--- src/rtl/hazard_controller.sv ---
// Pipeline hazard controller for the 5-stage MIPS core.
// Produces Decode/Execute forwarding selects, stall/flush controls for
// load-use, branch/jr-in-Decode, taken-jump and HI/LO hazards, and tracks
// the multi-cycle mult/div unit with a small IDLE/BUSY FSM.
// Ports:
//   clock, reset_n              : rising-edge clock, async active-low reset
//   reg_rs/rt_id_D/E            : source register indices in Decode/Execute
//   write_reg_E/M/W, reg_write_*: destination index and write enable per stage
//   mem_to_reg_E/M              : load in Execute/Memory
//   branch_D, jump_reg_D, jump_D: control-flow instruction info in Decode
//   hilo_use_D                  : Decode instruction touches HI/LO
//   muldiv_start_E/is_div_E     : mult/div issue in Execute
//   stall_F/D, flush_D/E        : pipeline register controls
//   forward_a/b_D, forward_a/b_E: forwarding selects
//   muldiv_busy                 : mult/div in progress
module hazard_controller #(
    parameter int unsigned MULT_LATENCY = 4,
    parameter int unsigned DIV_LATENCY  = 12
) (
    input  logic       clock,
    input  logic       reset_n,
    input  logic [4:0] reg_rs_id_D,
    input  logic [4:0] reg_rt_id_D,
    input  logic [4:0] reg_rs_id_E,
    input  logic [4:0] reg_rt_id_E,
    input  logic [4:0] write_reg_E,
    input  logic [4:0] write_reg_M,
    input  logic [4:0] write_reg_W,
    input  logic       reg_write_E,
    input  logic       reg_write_M,
    input  logic       reg_write_W,
    input  logic       mem_to_reg_E,
    input  logic       mem_to_reg_M,
    input  logic       branch_D,
    input  logic       jump_reg_D,
    input  logic       jump_D,
    input  logic       hilo_use_D,
    input  logic       muldiv_start_E,
    input  logic       muldiv_is_div_E,
    output logic       stall_F,
    output logic       stall_D,
    output logic       flush_D,
    output logic       flush_E,
    output logic       forward_a_D,
    output logic       forward_b_D,
    output logic [1:0] forward_a_E,
    output logic [1:0] forward_b_E,
    output logic       muldiv_busy
);

    localparam int unsigned CNT_W = 4;
    localparam logic [CNT_W-1:0] MULT_LOAD = CNT_W'(MULT_LATENCY - 1);
    localparam logic [CNT_W-1:0] DIV_LOAD  = CNT_W'(DIV_LATENCY - 1);

    typedef enum logic {IDLE, BUSY} state_t;

    state_t           state, state_n;
    logic [CNT_W-1:0] count, count_n;
    logic [CNT_W-1:0] load_val;

    // Stage write-ports that can act as a hazard/forwarding source (never r0)
    logic src_E, src_M, src_W, src_M_load;
    logic lw_stall, br_stall, hl_stall, stall;
    logic br_E, br_M;

    assign src_E      = reg_write_E && (write_reg_E != 5'd0);
    assign src_M      = reg_write_M && (write_reg_M != 5'd0);
    assign src_W      = reg_write_W && (write_reg_W != 5'd0);
    assign src_M_load = src_M && mem_to_reg_M;

    // State and countdown register
    always_ff @(posedge clock or negedge reset_n) begin
        if (!reset_n) begin
            state <= IDLE;
            count <= '0;
        end else begin
            state <= state_n;
            count <= count_n;
        end
    end

    // Next-state: a load of 0 (latency 1) never enters BUSY; start in BUSY is ignored
    always_comb begin
        state_n  = state;
        count_n  = count;
        load_val = muldiv_is_div_E ? DIV_LOAD : MULT_LOAD;
        case (state)
            IDLE: begin
                if (muldiv_start_E && (load_val != '0)) begin
                    state_n = BUSY;
                    count_n = load_val;
                end
            end
            BUSY: begin
                if (count <= CNT_W'(1)) begin
                    state_n = IDLE;
                    count_n = '0;
                end else begin
                    count_n = count - CNT_W'(1);
                end
            end
            default: begin
                state_n = IDLE;
                count_n = '0;
            end
        endcase
    end

    // Hazard detection and forwarding; everything is forced low during reset
    always_comb begin
        stall_F     = 1'b0;
        stall_D     = 1'b0;
        flush_D     = 1'b0;
        flush_E     = 1'b0;
        forward_a_D = 1'b0;
        forward_b_D = 1'b0;
        forward_a_E = 2'b00;
        forward_b_E = 2'b00;
        muldiv_busy = 1'b0;

        lw_stall = mem_to_reg_E && src_E &&
                   ((write_reg_E == reg_rs_id_D) || (write_reg_E == reg_rt_id_D));
        // rt only matters for compare-branches; jr/jalr read rs alone
        br_E = src_E &&
               ((write_reg_E == reg_rs_id_D) || (branch_D && (write_reg_E == reg_rt_id_D)));
        br_M = src_M_load &&
               ((write_reg_M == reg_rs_id_D) || (branch_D && (write_reg_M == reg_rt_id_D)));
        br_stall = (branch_D || jump_reg_D) && (br_E || br_M);
        hl_stall = hilo_use_D && ((state == BUSY) || muldiv_start_E);
        stall    = lw_stall || br_stall || hl_stall;

        if (reset_n) begin
            stall_F = stall;
            stall_D = stall;
            flush_E = stall;
            // A stalled jump is re-resolved next cycle, so it must not flush now
            flush_D = jump_D && !stall;

            forward_a_D = src_M && !mem_to_reg_M && (write_reg_M == reg_rs_id_D);
            forward_b_D = src_M && !mem_to_reg_M && (write_reg_M == reg_rt_id_D);

            if (src_M && (write_reg_M == reg_rs_id_E))      forward_a_E = 2'b10;
            else if (src_W && (write_reg_W == reg_rs_id_E)) forward_a_E = 2'b01;

            if (src_M && (write_reg_M == reg_rt_id_E))      forward_b_E = 2'b10;
            else if (src_W && (write_reg_W == reg_rt_id_E)) forward_b_E = 2'b01;

            muldiv_busy = (state == BUSY);
        end
    end

endmodule

--- config.mk ---
export PLATFORM = sky130hd
export DESIGN_NAME = hazard_controller
export DESIGN_NICKNAME = d
export VERILOG_FILES = /design/src/rtl/hazard_controller.sv
export SDC_FILE = /design/constraint.sdc
export NUM_CORES = 1
export LEC_CHECK = 0
export CAP_MARGIN = 20
export CORE_MARGIN = 5
export CORE_UTILIZATION = 33
export DETAILED_ROUTE_END_ITERATION = 8
export PLACE_DENSITY_LB_ADDON = 0.12
export SETUP_SLACK_MARGIN = 0.15
export SYNTH_ARGS = -nofsm -noshare
export SYNTH_HDL_FRONTEND = slang
export SYNTH_SLANG_ARGS = --single-unit
--- constraint.sdc ---
create_clock -name clock -period 2.4 [get_ports clock]
set_input_delay 0.6 -clock clock [delete_from_list [all_inputs] [get_ports clock]]
set_output_delay 0.6 -clock clock [all_outputs]
set_load 0.02 [all_outputs]
# Word level (Yosys, flattened, before mapping)
# Index checks and enable logic that the tools add are counted.
# word_totals
wordCells	67
reg_bits	5
in_bits	48
out_inout_bits	11
# op_classes
n_mux	18
n_bitwise	1
addsub	1
magnitude_cmp	1
reduce_logical	35
n_eq_ne	9
# ops
cell	n
$eq 5x5->1	8
$logic_and 1x1->1	21
$reduce_bool 5->1	3
$mux 4	3
$mux 1	9
$logic_or 1x1->1	8
$mux 2	4
$pmux 4 s2	1
$le 4x1->1 const B	1
$reduce_bool 4->1	1
$sub 4x1->4 const B	1
$logic_not 1->1	2
$ne 2x2->1 const B	1
$pmux 1 s2	1
$not 1->1	1

# Logic depth before layout (Yosys ltp)
# depth
ltp_word	11
ltp_mapped	7
mapped_depth_nobuf	6

# Worst setup path after synthesis
# No wires, ideal clock.
# synth_timing
path_type	input-to-output
from	input write_reg_M[2]
to	output stall_D
arrival_time_ps	2068
path_slack_ps	-268
t_required_ps	1800
path_buffers	2
cell_stages	7
path_cell_list	buf_2 -> or4_4 -> o21ai_4 -> o21a_1 -> a311oi_1 -> o21a_1 -> buf_4
# synth_between
elab_chain_cells	9
word_cells_on_any_way	13
cone_classes	2 x eq/ne; 1 x mux; 10 x reduce/logical
# synth_lines
element	line_no	text
start: declaration	27	input logic [4:0] write_reg_M,
$eq 5x5->1 / $reduce_bool 5->1 (equally long branches)	127, 67	
$logic_and 1x1->1 (on tied branches)	127, 67	
$logic_or 1x1->1 / $logic_and 1x1->1 (equally long branches)	127, 69	
$logic_and 1x1->1 (*)	126	br_M = src_M_load &&
$logic_or 1x1->1 (*)	128	br_stall = (branch_D || jump_reg_D) && (br_E || br_M);
$logic_and 1x1->1 (*)	128	
$logic_or 1x1->1 (*) (2 in a row)	130	stall = lw_stall || br_stall || hl_stall;
$mux 1 (*)	n/a	
end: declaration	41	output logic stall_D,
# Mark *: on every way between the ends. The rest lies on a longest branch, timed or not.

# Worst setup path after layout
# layout_timing
from	input write_reg_M[3]
to	output forward_b_E[0]
# layout_between
elab_chain_cells	5
word_cells_on_any_way	6
cone_classes	1 x eq/ne; 2 x mux; 3 x reduce/logical
# layout_lines
element	line_no	text
$reduce_bool 5->1	67	assign src_M = reg_write_M && (write_reg_M != 5'd0);
$logic_and 1x1->1	67	
$logic_and 1x1->1 (*)	145	if (src_M && (write_reg_M == reg_rt_id_E)) forward_b_E = 2'b10;
$mux 2 (*)	145	
$mux 2 (*)	132	if (reset_n) begin
end: declaration	47	output logic [1:0] forward_b_E,
# Marked as above.

==> flow_summary.json <==
{
  "syn_area_sq_um": 945.9,
  "final_cell_mix": "39 x buf_4, 30 x xor2_1, 17 x dlygate4sd2_1",
  "clock_skew_ns": 0.001028,
  "core_sq_mm": 0.002758,
  "finalWirelength_um": 3270,
  "syn_avg_cell_area_sq_um": 8.085,
  "vias": 1201,
  "cp_max_fo": 4,
  "htreeDepth": 1,
  "tightest_slew_ns": 0.3807,
  "power_density_mw_per_mm2": 397.1,
  "drt_iter0_markers": 50,
  "grt_start_max_net_pins": 12,
  "arrival_ns": 2.08,
  "die-area_sq_mm": 0.004037,
  "numPlacedInstances": 228,
  "fmax_mhz": 373.6,
  "fin_crit_sh": 1.115,
  "drt-pass1-iter-count": 4,
  "timing.final.max_slew_violations": 0,
  "grt_usage": 0.1630,
  "postLayoutCellArea_sq_mm": 0.001931,
  "setup_violations": 10,
  "synth_top_area_frac": 0.2778,
  "portBuffers": 58,
  "crit_required_ns": 1.80,
  "final_common_cell": "buf_4",
  "fin_nets": 260,
  "rsz0062_at_grt": "yes",
  "synth_cell_types": 32,
  "syn_nets": 167,
  "synth_warnings": 0,
  "grt-ovfl-total": 0,
  "power.leakage_nw": 0.8860,
  "fp.dieH_um": 63.54,
  "post_dp_cell_area_sq_mm": 0.001750,
  "cts_num_sinks": 5,
  "fp.dieW_um": 63.54,
  "fin_ws_ns": -0.2764,
  "synth_top_area_cell": "xor2_1",
  "clockRootBuffer": "clkbuf_4",
  "slew_headroom": 0.7435,
  "violations": "negative setup slack",
  "synthTopCellsByArea": "xor2_1 28%, dfrtp_1 13%, xnor2_1 9.3%",
  "clkTransAtPathRegs_ns": 0.04,
  "cts_buffers": 3,
  "startpoint_type": "input port",
  "drc": 0,
  "grt_first_pass_wirelength_um": 5457,
  "layout-drive-gt1-share": 0.4163,
  "start_util": 0.3430,
  "vdd_drop_max_mv": 0.4969,
  "hp-class": "input port to async pin",
  "clk_path_buf_depth": 2,
  "min_period_ns": 2.676,
  "crit_type": "input port to output port",
  "syn2layout_area_growth_pct": 104.1,
  "max-cap-violations": 0,
  "rows": 19,
  "synth-seq-cells": 5,
  "worstSkewPairLatency_ns": 0.24,
  "viasPerCell": 5.004,
  "antenna_found_initial": 0,
  "wl_per_cell_um": 13.63,
  "ys_seq_area_frac": 0.1323,
  "pre_cts_ws_ns": -1.050,
  "rr_worst_depth": 6,
  "boundaryPins": 59,
  "place_congestion": 0.8198,
  "outcome": "complete, but fails checks",
  "grt_pass1_vias": 1253,
  "dp_hpwl_um": 2777,
  "antenna_cells": 0,
  "syn_inst": 117,
  "drtAntennaViolNets": 0,
  "hold_violations": 0,
  "end_kind": "output port",
  "layout.cells.non_filler": 240,
  "cts_tree": "built"
}
per-stage QoR:
step	hold WS (ns)	power, W	setup TNS, ns	util
after floorplan	0.3044	0.0004324	-1.067	-
after global placement	0.5187	0.0006211	-10.17	0.6348
after detailed placement	0.5533	0.0006427	-10.21	0.6348
after CTS	0.5317	0.0007639	-2.127	0.6901
after global routing	0.5351	0.0008479	-2.543	0.7001
final	0.5320	0.0007666	-2.068	0.7001
registers in the layout, summed over array words and instances (netlist names):
name	cells
state	1
count	4
path summary, 6_finish.rpt:
kind / startpoint / endpoint / slack, ns
min in group clock: count[1]$_DFFE_PN0N_ / count[1]$_DFFE_PN0N_ / 0.56
min: reset_n / count[3]$_DFFE_PN0N_ / 0.53
max in group asynchronous: reset_n / count[1]$_DFFE_PN0N_ / 1.74
min reg2reg: count[1]$_DFFE_PN0N_ / count[1]$_DFFE_PN0N_ / 0.56
max reg2reg: count[0]$_DFFE_PN0N_ / count[3]$_DFFE_PN0N_ / 0.84
max: write_reg_M[3] / forward_b_E[0] / -0.28
layer usage:
layer  part of all wire  vias to the layer above  GRT usage
li1                   -                      596          -
met1               0.41                      557     0.1849
met2               0.53                       43     0.3071
met3              0.052                        5    0.03020
met4             0.0089                        0    0.03896
met5                  0                        -          0
worst max-delay path: stages:
cell,delay (ns)
buf_8,0.09
or4_4,0.54
o21ai_4,0.20
buf_6,0.13
nor4_4,0.04
nor4_2,0.29
buf_4,0.19
what timing repair did:
| item | 4_1_cts | 5_1_grt |
|---|---|---|
| setup buffers | 7 | 1 |
| hold endpoints to repair | 0 | 0 |
| setup endpoints to repair | 11 | 10 |
| hold buffers | 0 | 0 |
| gates resized for setup | 141 | 18 |
| pin swaps | 29 | 16 |
| cloned | 0 | 0 |
kinds of logic after synthesis:
logic type | share of synthesized area
simple gates | 0.2421
buf+inv | 0.06877
compound gates | 0.1601
xor+xnor | 0.3704
fa+ha+maj | 0.02645
flops | 0.1323
cell type report:
type                       count  area, sq um
multi-input combinational    100        885.9
fill                         238        827.0
clock buffer                   4        26.28
sequential                     5        125.1
tap                           31        38.79
inverter                       4        15.01
timing repair buffer          96        839.6
Yosys cell counts:
| cell | number |
|---|---|
| a221oi_1 | 1 |
| nor3_2 | 1 |
| o21ai_0 | 7 |
| buf_4 | 2 |
| nor3_1 | 4 |
| buf_2 | 4 |
| buf_6 | 1 |
| o21ai_4 | 1 |
| nor4b_1 | 2 |
| clkbuf_1 | 1 |
| xnor2_1 | 10 |
| dfrtp_1 | 5 |
| o31a_1 | 1 |
| o211ai_1 | 2 |
| and2_1 | 1 |
| nor4_1 | 3 |
| a311oi_1 | 2 |
| inv_1 | 4 |
| nor2_1 | 5 |
| a21oi_1 | 2 |
| o21a_1 | 3 |
| nor2b_1 | 1 |
| ha_1 | 2 |
| or4_4 | 1 |
| nand3_1 | 7 |
| nor4_2 | 2 |
| and2_2 | 2 |
| xor2_1 | 30 |
| or4_1 | 4 |
| a21boi_0 | 1 |
| o311a_1 | 1 |
| nand2_1 | 4 |
report_power, final:
group	total [W]	switching (W)	leakage (nW)	internal, W
Combinational	0.000508	0.000243	0.811	0.000265
Clock	0.0000948	0.0000321	0.0150	0.0000627
Sequential	0.000163	0.0000383	0.0603	0.000125
Power figures use the tool's default switching activity.
